===== config.mk =====
export PLATFORM = sky130hd
export DESIGN_NAME = ibex_trace_buffer
export DESIGN_NICKNAME = d
export VERILOG_FILES = /design/src/rtl/ibex_trace_buffer.sv
export SDC_FILE = /design/constraint.sdc
export NUM_CORES = 2
export LEC_CHECK = 0
export CAP_MARGIN = 40
export CORE_ASPECT_RATIO = 1.75
export CORE_UTILIZATION = 46
export CTS_CLUSTER_SIZE = 40
export DETAILED_ROUTE_END_ITERATION = 8
export PLACE_DENSITY = 0.65
export SYNTH_ARGS = -nofsm -noshare
export SYNTH_HDL_FRONTEND = slang
export SYNTH_SLANG_ARGS = --single-unit

===== constraint.sdc =====
create_clock -name clk_i -period 94.2 [get_ports clk_i]
set_input_delay 14.13 -clock clk_i [delete_from_list [all_inputs] [get_ports clk_i]]
set_output_delay 14.13 -clock clk_i [all_outputs]
set_load 0.02 [all_outputs]

===== src/rtl/ibex_trace_buffer.sv =====
// ibex_trace_buffer: RVFI retirement trace capture into a Depth-entry circular
// buffer, drained over a valid/ready stream. Stream mode drains while capturing
// and counts dropped records; ring mode keeps the newest Depth records and
// freezes a programmable number of retirements after a PC trigger.
// Optional macro IBEX_TRACE_BUF_TIMESTAMP_EN adds a 32-bit cycle timestamp per record.
module ibex_trace_buffer #(
  parameter int unsigned Depth    = 16,
  parameter int unsigned SeqWidth = 16,
  parameter int unsigned OvfWidth = 16
) (
  input  logic                     clk_i,
  input  logic                     rst_i,
  input  logic                     enable_i,
  input  logic                     mode_i,
  input  logic                     clear_i,
  input  logic                     trig_en_i,
  input  logic [31:0]              trig_pc_i,
  input  logic [$clog2(Depth):0]   post_trig_i,
  input  logic                     rvfi_valid,
  input  logic [63:0]              rvfi_order,
  input  logic [31:0]              rvfi_insn,
  input  logic                     rvfi_trap,
  input  logic                     rvfi_intr,
  input  logic [31:0]              rvfi_pc_rdata,
  input  logic [4:0]               rvfi_rd_addr,
  input  logic [31:0]              rvfi_rd_wdata,
  input  logic [31:0]              rvfi_mem_addr,
  input  logic [3:0]               rvfi_mem_rmask,
  input  logic [3:0]               rvfi_mem_wmask,
  output logic                     trace_valid_o,
  input  logic                     trace_ready_i,
  output logic [31:0]              trace_pc_o,
  output logic [31:0]              trace_insn_o,
  output logic [4:0]               trace_rd_addr_o,
  output logic [31:0]              trace_rd_wdata_o,
  output logic [31:0]              trace_mem_addr_o,
  output logic [3:0]               trace_flags_o,
  output logic [SeqWidth-1:0]      trace_seq_o,
  output logic [31:0]              trace_time_o,
  output logic [$clog2(Depth):0]   count_o,
  output logic [OvfWidth-1:0]      overflow_cnt_o,
  output logic                     triggered_o,
  output logic                     frozen_o
);

  localparam int unsigned AW = $clog2(Depth);
  localparam int unsigned CW = AW + 1;

  typedef enum logic [1:0] {
    ST_DISABLED,
    ST_CAPTURE,
    ST_POST,
    ST_FROZEN
  } state_e;

  state_e          state_q, state_d;
  logic            mode_q, mode_d;     // 0 = stream, 1 = ring
  logic [CW-1:0]   rem_q, rem_d;
  logic            push, trig_set;

  logic [AW-1:0]   head_q, tail_q;
  logic [CW-1:0]   count_q, count_d;
  logic [OvfWidth-1:0] ovf_q;
  logic            trig_q;
  logic            full, pop, wr_en, drop, ring_ovw, head_adv;

  logic [31:0]         pc_mem    [Depth];
  logic [31:0]         insn_mem  [Depth];
  logic [4:0]          rd_mem    [Depth];
  logic [31:0]         wdata_mem [Depth];
  logic [31:0]         maddr_mem [Depth];
  logic [3:0]          flags_mem [Depth];
  logic [SeqWidth-1:0] seq_mem   [Depth];

  logic unused_order;
  assign unused_order = ^rvfi_order;

  // State, latched mode and post-trigger countdown registers
  always_ff @(posedge clk_i or posedge rst_i) begin
    if (rst_i) begin
      state_q <= ST_DISABLED;
      mode_q  <= 1'b0;
      rem_q   <= '0;
    end else begin
      state_q <= state_d;
      mode_q  <= mode_d;
      rem_q   <= rem_d;
    end
  end

  // Next-state logic; clear_i overrides every other transition
  always_comb begin
    state_d  = state_q;
    mode_d   = mode_q;
    rem_d    = rem_q;
    trig_set = 1'b0;
    push     = rvfi_valid & ((state_q == ST_CAPTURE) | (state_q == ST_POST));
    if (clear_i) begin
      state_d = enable_i ? ST_CAPTURE : ST_DISABLED;
      rem_d   = '0;
      if (enable_i) mode_d = mode_i;
    end else begin
      unique case (state_q)
        ST_DISABLED: begin
          if (enable_i) begin
            state_d = ST_CAPTURE;
            mode_d  = mode_i;
          end
        end
        ST_CAPTURE: begin
          if (mode_q && trig_en_i && rvfi_valid && (rvfi_pc_rdata == trig_pc_i)) begin
            trig_set = 1'b1;
            if (post_trig_i == '0) begin
              state_d = ST_FROZEN;
            end else begin
              state_d = ST_POST;
              rem_d   = post_trig_i;
            end
          end else if (!enable_i) begin
            state_d = ST_DISABLED;
          end
        end
        ST_POST: begin
          if (push) begin
            rem_d = rem_q - 1'b1;
            if (rem_q == CW'(1)) state_d = ST_FROZEN;
          end
          if (!enable_i) state_d = ST_FROZEN;
        end
        default: state_d = ST_FROZEN;
      endcase
    end
  end

  assign trace_valid_o = (count_q != '0) & (~mode_q | (state_q == ST_FROZEN));

  // Buffer bookkeeping: ring mode never pops while capturing, so a ring push
  // into a full buffer simply slides the window (head and tail both advance)
  always_comb begin
    full     = (count_q == CW'(Depth));
    pop      = trace_valid_o & trace_ready_i;
    wr_en    = push & ~clear_i & (mode_q | ~full | pop);
    drop     = push & ~clear_i & ~mode_q & full & ~pop;
    ring_ovw = wr_en & mode_q & full;
    head_adv = pop | ring_ovw;
    count_d  = count_q + CW'(wr_en & ~ring_ovw) - CW'(pop);
  end

  // Pointers, occupancy, overflow counter and trigger flag
  always_ff @(posedge clk_i or posedge rst_i) begin
    if (rst_i) begin
      head_q  <= '0;
      tail_q  <= '0;
      count_q <= '0;
      ovf_q   <= '0;
      trig_q  <= 1'b0;
    end else if (clear_i) begin
      head_q  <= '0;
      tail_q  <= '0;
      count_q <= '0;
      ovf_q   <= '0;
      trig_q  <= 1'b0;
    end else begin
      if (head_adv) head_q <= head_q + 1'b1;
      if (wr_en)    tail_q <= tail_q + 1'b1;
      count_q <= count_d;
      if (drop && (ovf_q != '1)) ovf_q <= ovf_q + 1'b1;
      if (trig_set) trig_q <= 1'b1;
    end
  end

  // Record storage; reset so that the data outputs read zero after reset
  always_ff @(posedge clk_i or posedge rst_i) begin
    if (rst_i) begin
      for (int unsigned i = 0; i < Depth; i++) begin
        pc_mem[i]    <= '0;
        insn_mem[i]  <= '0;
        rd_mem[i]    <= '0;
        wdata_mem[i] <= '0;
        maddr_mem[i] <= '0;
        flags_mem[i] <= '0;
        seq_mem[i]   <= '0;
      end
    end else if (wr_en) begin
      pc_mem[tail_q]    <= rvfi_pc_rdata;
      insn_mem[tail_q]  <= rvfi_insn;
      rd_mem[tail_q]    <= rvfi_rd_addr;
      wdata_mem[tail_q] <= rvfi_rd_wdata;
      maddr_mem[tail_q] <= rvfi_mem_addr;
      flags_mem[tail_q] <= {rvfi_trap, rvfi_intr, |rvfi_mem_rmask, |rvfi_mem_wmask};
      seq_mem[tail_q]   <= rvfi_order[SeqWidth-1:0];
    end
  end

  assign trace_pc_o       = pc_mem[head_q];
  assign trace_insn_o     = insn_mem[head_q];
  assign trace_rd_addr_o  = rd_mem[head_q];
  assign trace_rd_wdata_o = wdata_mem[head_q];
  assign trace_mem_addr_o = maddr_mem[head_q];
  assign trace_flags_o    = flags_mem[head_q];
  assign trace_seq_o      = seq_mem[head_q];
  assign count_o          = count_q;
  assign overflow_cnt_o   = ovf_q;
  assign triggered_o      = trig_q;
  assign frozen_o         = (state_q == ST_FROZEN);

`ifdef IBEX_TRACE_BUF_TIMESTAMP_EN
  logic [31:0] time_q;
  logic [31:0] time_mem [Depth];

  // Free-running cycle counter, zeroed by clear_i
  always_ff @(posedge clk_i or posedge rst_i) begin
    if (rst_i)        time_q <= '0;
    else if (clear_i) time_q <= '0;
    else              time_q <= time_q + 1'b1;
  end

  // Timestamp stored alongside each accepted record
  always_ff @(posedge clk_i or posedge rst_i) begin
    if (rst_i) begin
      for (int unsigned i = 0; i < Depth; i++) time_mem[i] <= '0;
    end else if (wr_en) begin
      time_mem[tail_q] <= time_q;
    end
  end

  assign trace_time_o = time_mem[head_q];
`else
  assign trace_time_o = '0;
`endif

endmodule


==> results by group <==
Synth
  – Cell types with the largest area share after synthesis: dfrtp_1 (56%), mux2_2 (24%), mux4_2 (15%)
  – Number of standard cells after synthesis: about 6.7k
  – Register area share after synthesis: 55.6%
  – Post-Syn Area per Cell: roughly 17 um^2
  – Number of enable-type register cells in the synthesized netlist: 0
  – Number of library cell types mapped by synthesis: 54
  – Flip-flop cell with the highest count after synthesis: dfrtp_1
  – Syn Std Cell Area: 112000 um^2
  – Share of synthesized flip-flops with an asynchronous set or reset: 100%
  – Yosys warns: 0
  – Cell with the most instances after synthesis: dfrtp_1
  – Flop and latch count out of synthesis: roughly 2.5k
  – Library cell occupying the most area in the post-synthesis netlist: dfrtp_1
  – Top-area cell type share of the netlist area: 55.6%
  – Synth top cells by count: dfrtp_1 (2486), mux2_2 (2417), mux4_2 (765)

Clock tree
  – Buffer levels on the longest clock path: 4
  – Source-to-sink clock delay at the later pin of the worst-skew pair: 930 ps
  – Clock-pin slew reported for the worst setup and hold paths after clock tree synthesis: 60 ps
  – # Post-CTS Setup Buffers: 0
  – Number of clock buffers inserted by TritonCTS: 236
  – Hold Buf Count CTS: 0
  – TritonCTS clock tree: built
  – H-tree depth reported by CTS: 4
  – # resized after CTS: 0
  – Clock Root Buffer: clkbuf_16
  – Sink count of the clock tree: between 2k and 2.5k

Routing
  – Avg WL per Cell: 27.8 um
  – DRC: 0
  – DRT Pass-1 Iters: 5
  – Number of DRC violations after detailed-routing iteration 0: 3323
  – Average via count per standard cell: 5.93
  – Post-DRT Antenna Nets: 0
  – Routed Wire Length: 282000 um
  – Vias: 60.2k

Die
  – Effective utilization at floorplan: 46.2%
  – Placeable core region: about 240000 um^2
  – DIE AREA: around 250000 um^2
  – Chip width: roughly 370 um
  – Vertical extent of the die: 654 um
  – FP Rows: 239
  – Num ports: roughly 460

Worst setup path
  – Worst path cell trace: buf_4, buf_4, buf_4, buf_16, buf_4, buf_16, mux4_2, mux4_2, clkdlybuf4s50_1
  – Maximum fanout along the worst path: 39
  – Worst path most repeated cell: buf_4
  – Cell at the slowest stage of the critical path: dfrtp_4
  – Startpoint class of the critical path: flip-flop
  – Data required, critical path: roughly 80000 ps
  – Critical path endpoint category: output pin
  – WP data arrival: around 6500 ps
  – Critical path start-end classification: reg -> out
  – Crit-path max cell delay: 950 ps

GRT
  – Pin count of the biggest net entering global routing: 199
  – Overall overflow remaining after global route: 0
  – Antenna violations before repair: 28
  – Overall fraction of global-route tracks in use: 23.4%
  – Vias in the first global route: 66.8k
  – Wire length of the first global-routing pass: 433000 um

Final layout
  – Share of cells above drive strength 1: 53.8%
  – Summed area of non-filler cells in the final layout: between 100000 and 150000 um^2
  – Nets@finish: 7095
  – Area overhead of the layout relative to synthesis: 14.2%

Placement
  – Count of buffers inserted at the top-level ports: 380
  – HPWL after detailed placement: 161000 um
  – Post-placement worst setup slack: 72470 ps
  – RD Place Congestion: 0.744
  – Standard cell area after detailed placement: 119000 um^2

Timing
  – Clock Skews: around 53 ps
  – Post-route clock period utilization: roughly 22%
  – Final count of pins violating max slew: 0
  – Highest clock rate: 48.6 MHz
  – Accumulated negative setup slack: 0 ps
  – Worst max-slew margin expressed relative to the limit: between 10% and 20%
  – Transition time of the tightest slew-check pin: 1250 ps
  – Number of setup violations in the final report: 0
  – Hold Fails Final Rpt: 0
  – Post-layout min period: a little over 20000 ps
  – Worst Slack Setup Final: around 74000 ps
  – RSZ-0062 raised after global routing: false

Power
  – Net Switching: 813 uW
  – Cell internal power dissipation: 2.13 mW
  – Relative contribution of combinational cells to total power: 24.0%
  – Leakage Power: 60.2 nW
  – Clk network pwr share: 34.4%
  – Switching portion of total power: 27.6%
  – Peak supply drop: between 20 and 25 uV
  – P per Cell Area: 23.0 nW/um^2
  – Part of the total power dissipated in sequential elements: 41.5%

Outcome
  – Result of the run: finished clean

Run
  – Number of maximum-capacitance constraint violations: 0

Hold path
  – Type of the tightest min-delay check: reg -> reg
## worst max-delay path: cells and delay by family (launching register included)
family,cells,cell delay (ps)
muxes,2,1080
DFF,1,950
buffers and inverters,7,3430
## metrics by stage
step	util [%]	std cells	power [mW]	hold WS [ps]
finish	52.8	10200	2.94	480
global route	52.8	10200	3.07	506
CTS	52.8	10100	2.98	483
detailed placement	49.4	9717	1.96	469
global placement	48.7	9652	1.93	456
floorplan	-	6702	1.70	445
## registers in the layout, indices dropped and copies added, names as in the netlist, 5 cells and up
register and flops:
rem_q 5, rd_mem 80, insn_mem 512, flags_mem 64, wdata_mem 512, overflow_cnt_o 16
maddr_mem 512, seq_mem 256, pc_mem 512, count_o 5
## power by group through the flow
| stage | sequential (mW) | clock, mW | combinational (mW) |
|---|---|---|---|
| floorplan | 1.23 | 0 | 0.467 |
| global placement | 1.23 | 0 | 0.698 |
| detailed placement | 1.24 | 0 | 0.722 |
| CTS | 1.22 | 1.04 | 0.724 |
| global route | 1.23 | 1.08 | 0.756 |
| finish | 1.22 | 1.01 | 0.707 |
## kinds of logic (layout without fill, tap and decap cells)
logic type	after synthesis	count (layout)	share of synthesized area [%]
buffers and inverters	690	1002	2.83
xor gates and xnor gates	52	52	0.407
other	1	38	0.00335
muxes	3184	3184	39.8
AOI/OAI and AO/OA	75	75	0.415
and+or+nand+nor	164	164	0.743
adders and majority gates	19	19	0.219
DFF	2486	2486	55.6
## layer usage
layer  track usage, %  vias to the layer above  part of all wire, %
li1                 -                    25200                    -
met1             31.3                    33600                   43
met2             40.4                     1115                   51
met3             3.79                      371                  4.3
met4             4.76                       28                  1.8
met5                0                        -                0.067
## cells in the final DEF (no fill, tap or decap), drive strengths merged, types with 12 or more instances in the layout
master	synthesis	routed
a21oi	12	12
buf	390	172
bufinv	0	30
clkbuf	278	336
clkdlybuf4s50	0	380
clkinv	1	49
conb	1	32
dfrtp	2486	2486
ha	18	18
inv	21	25
mux2	2417	2417
mux4	765	765
nand2	58	58
nand3	16	16
nor2	34	34
o21ai	41	41
xor2	46	46
## layout make-up
| class | count | area (um^2) |
|---|---|---|
| Inverter | 22 | 90.1 |
| Antenna cell | 6 | 15.0 |
| Multi-Input combinational cell | 3526 | 46800 |
| Clock buffer | 336 | 6950 |
| Sequential cell | 2486 | 62200 |
| Timing Repair Buffer | 552 | 6500 |
| Fill cell | 19500 | 114000 |
| Clock inverter | 92 | 1300 |
| Tap cell | 3133 | 3920 |
## path summary, 6_finish.rpt
path,start,depth (start not counted),slack [ps],to
setup / recovery,head_q[0],9,73610,trace_insn_o[12]
hold / removal,flags_mem[61],2,480,flags_mem[61]
setup reg to reg,count_o[3],11,90120,pc_mem[255]
hold reg to reg,flags_mem[61],2,480,flags_mem[61]
max in group asynchronous,rst_i,13,74100,wdata_mem[142]
min in group asynchronous,rst_i,2,13740,maddr_mem[9]
Power figures use the tool's default switching activity.
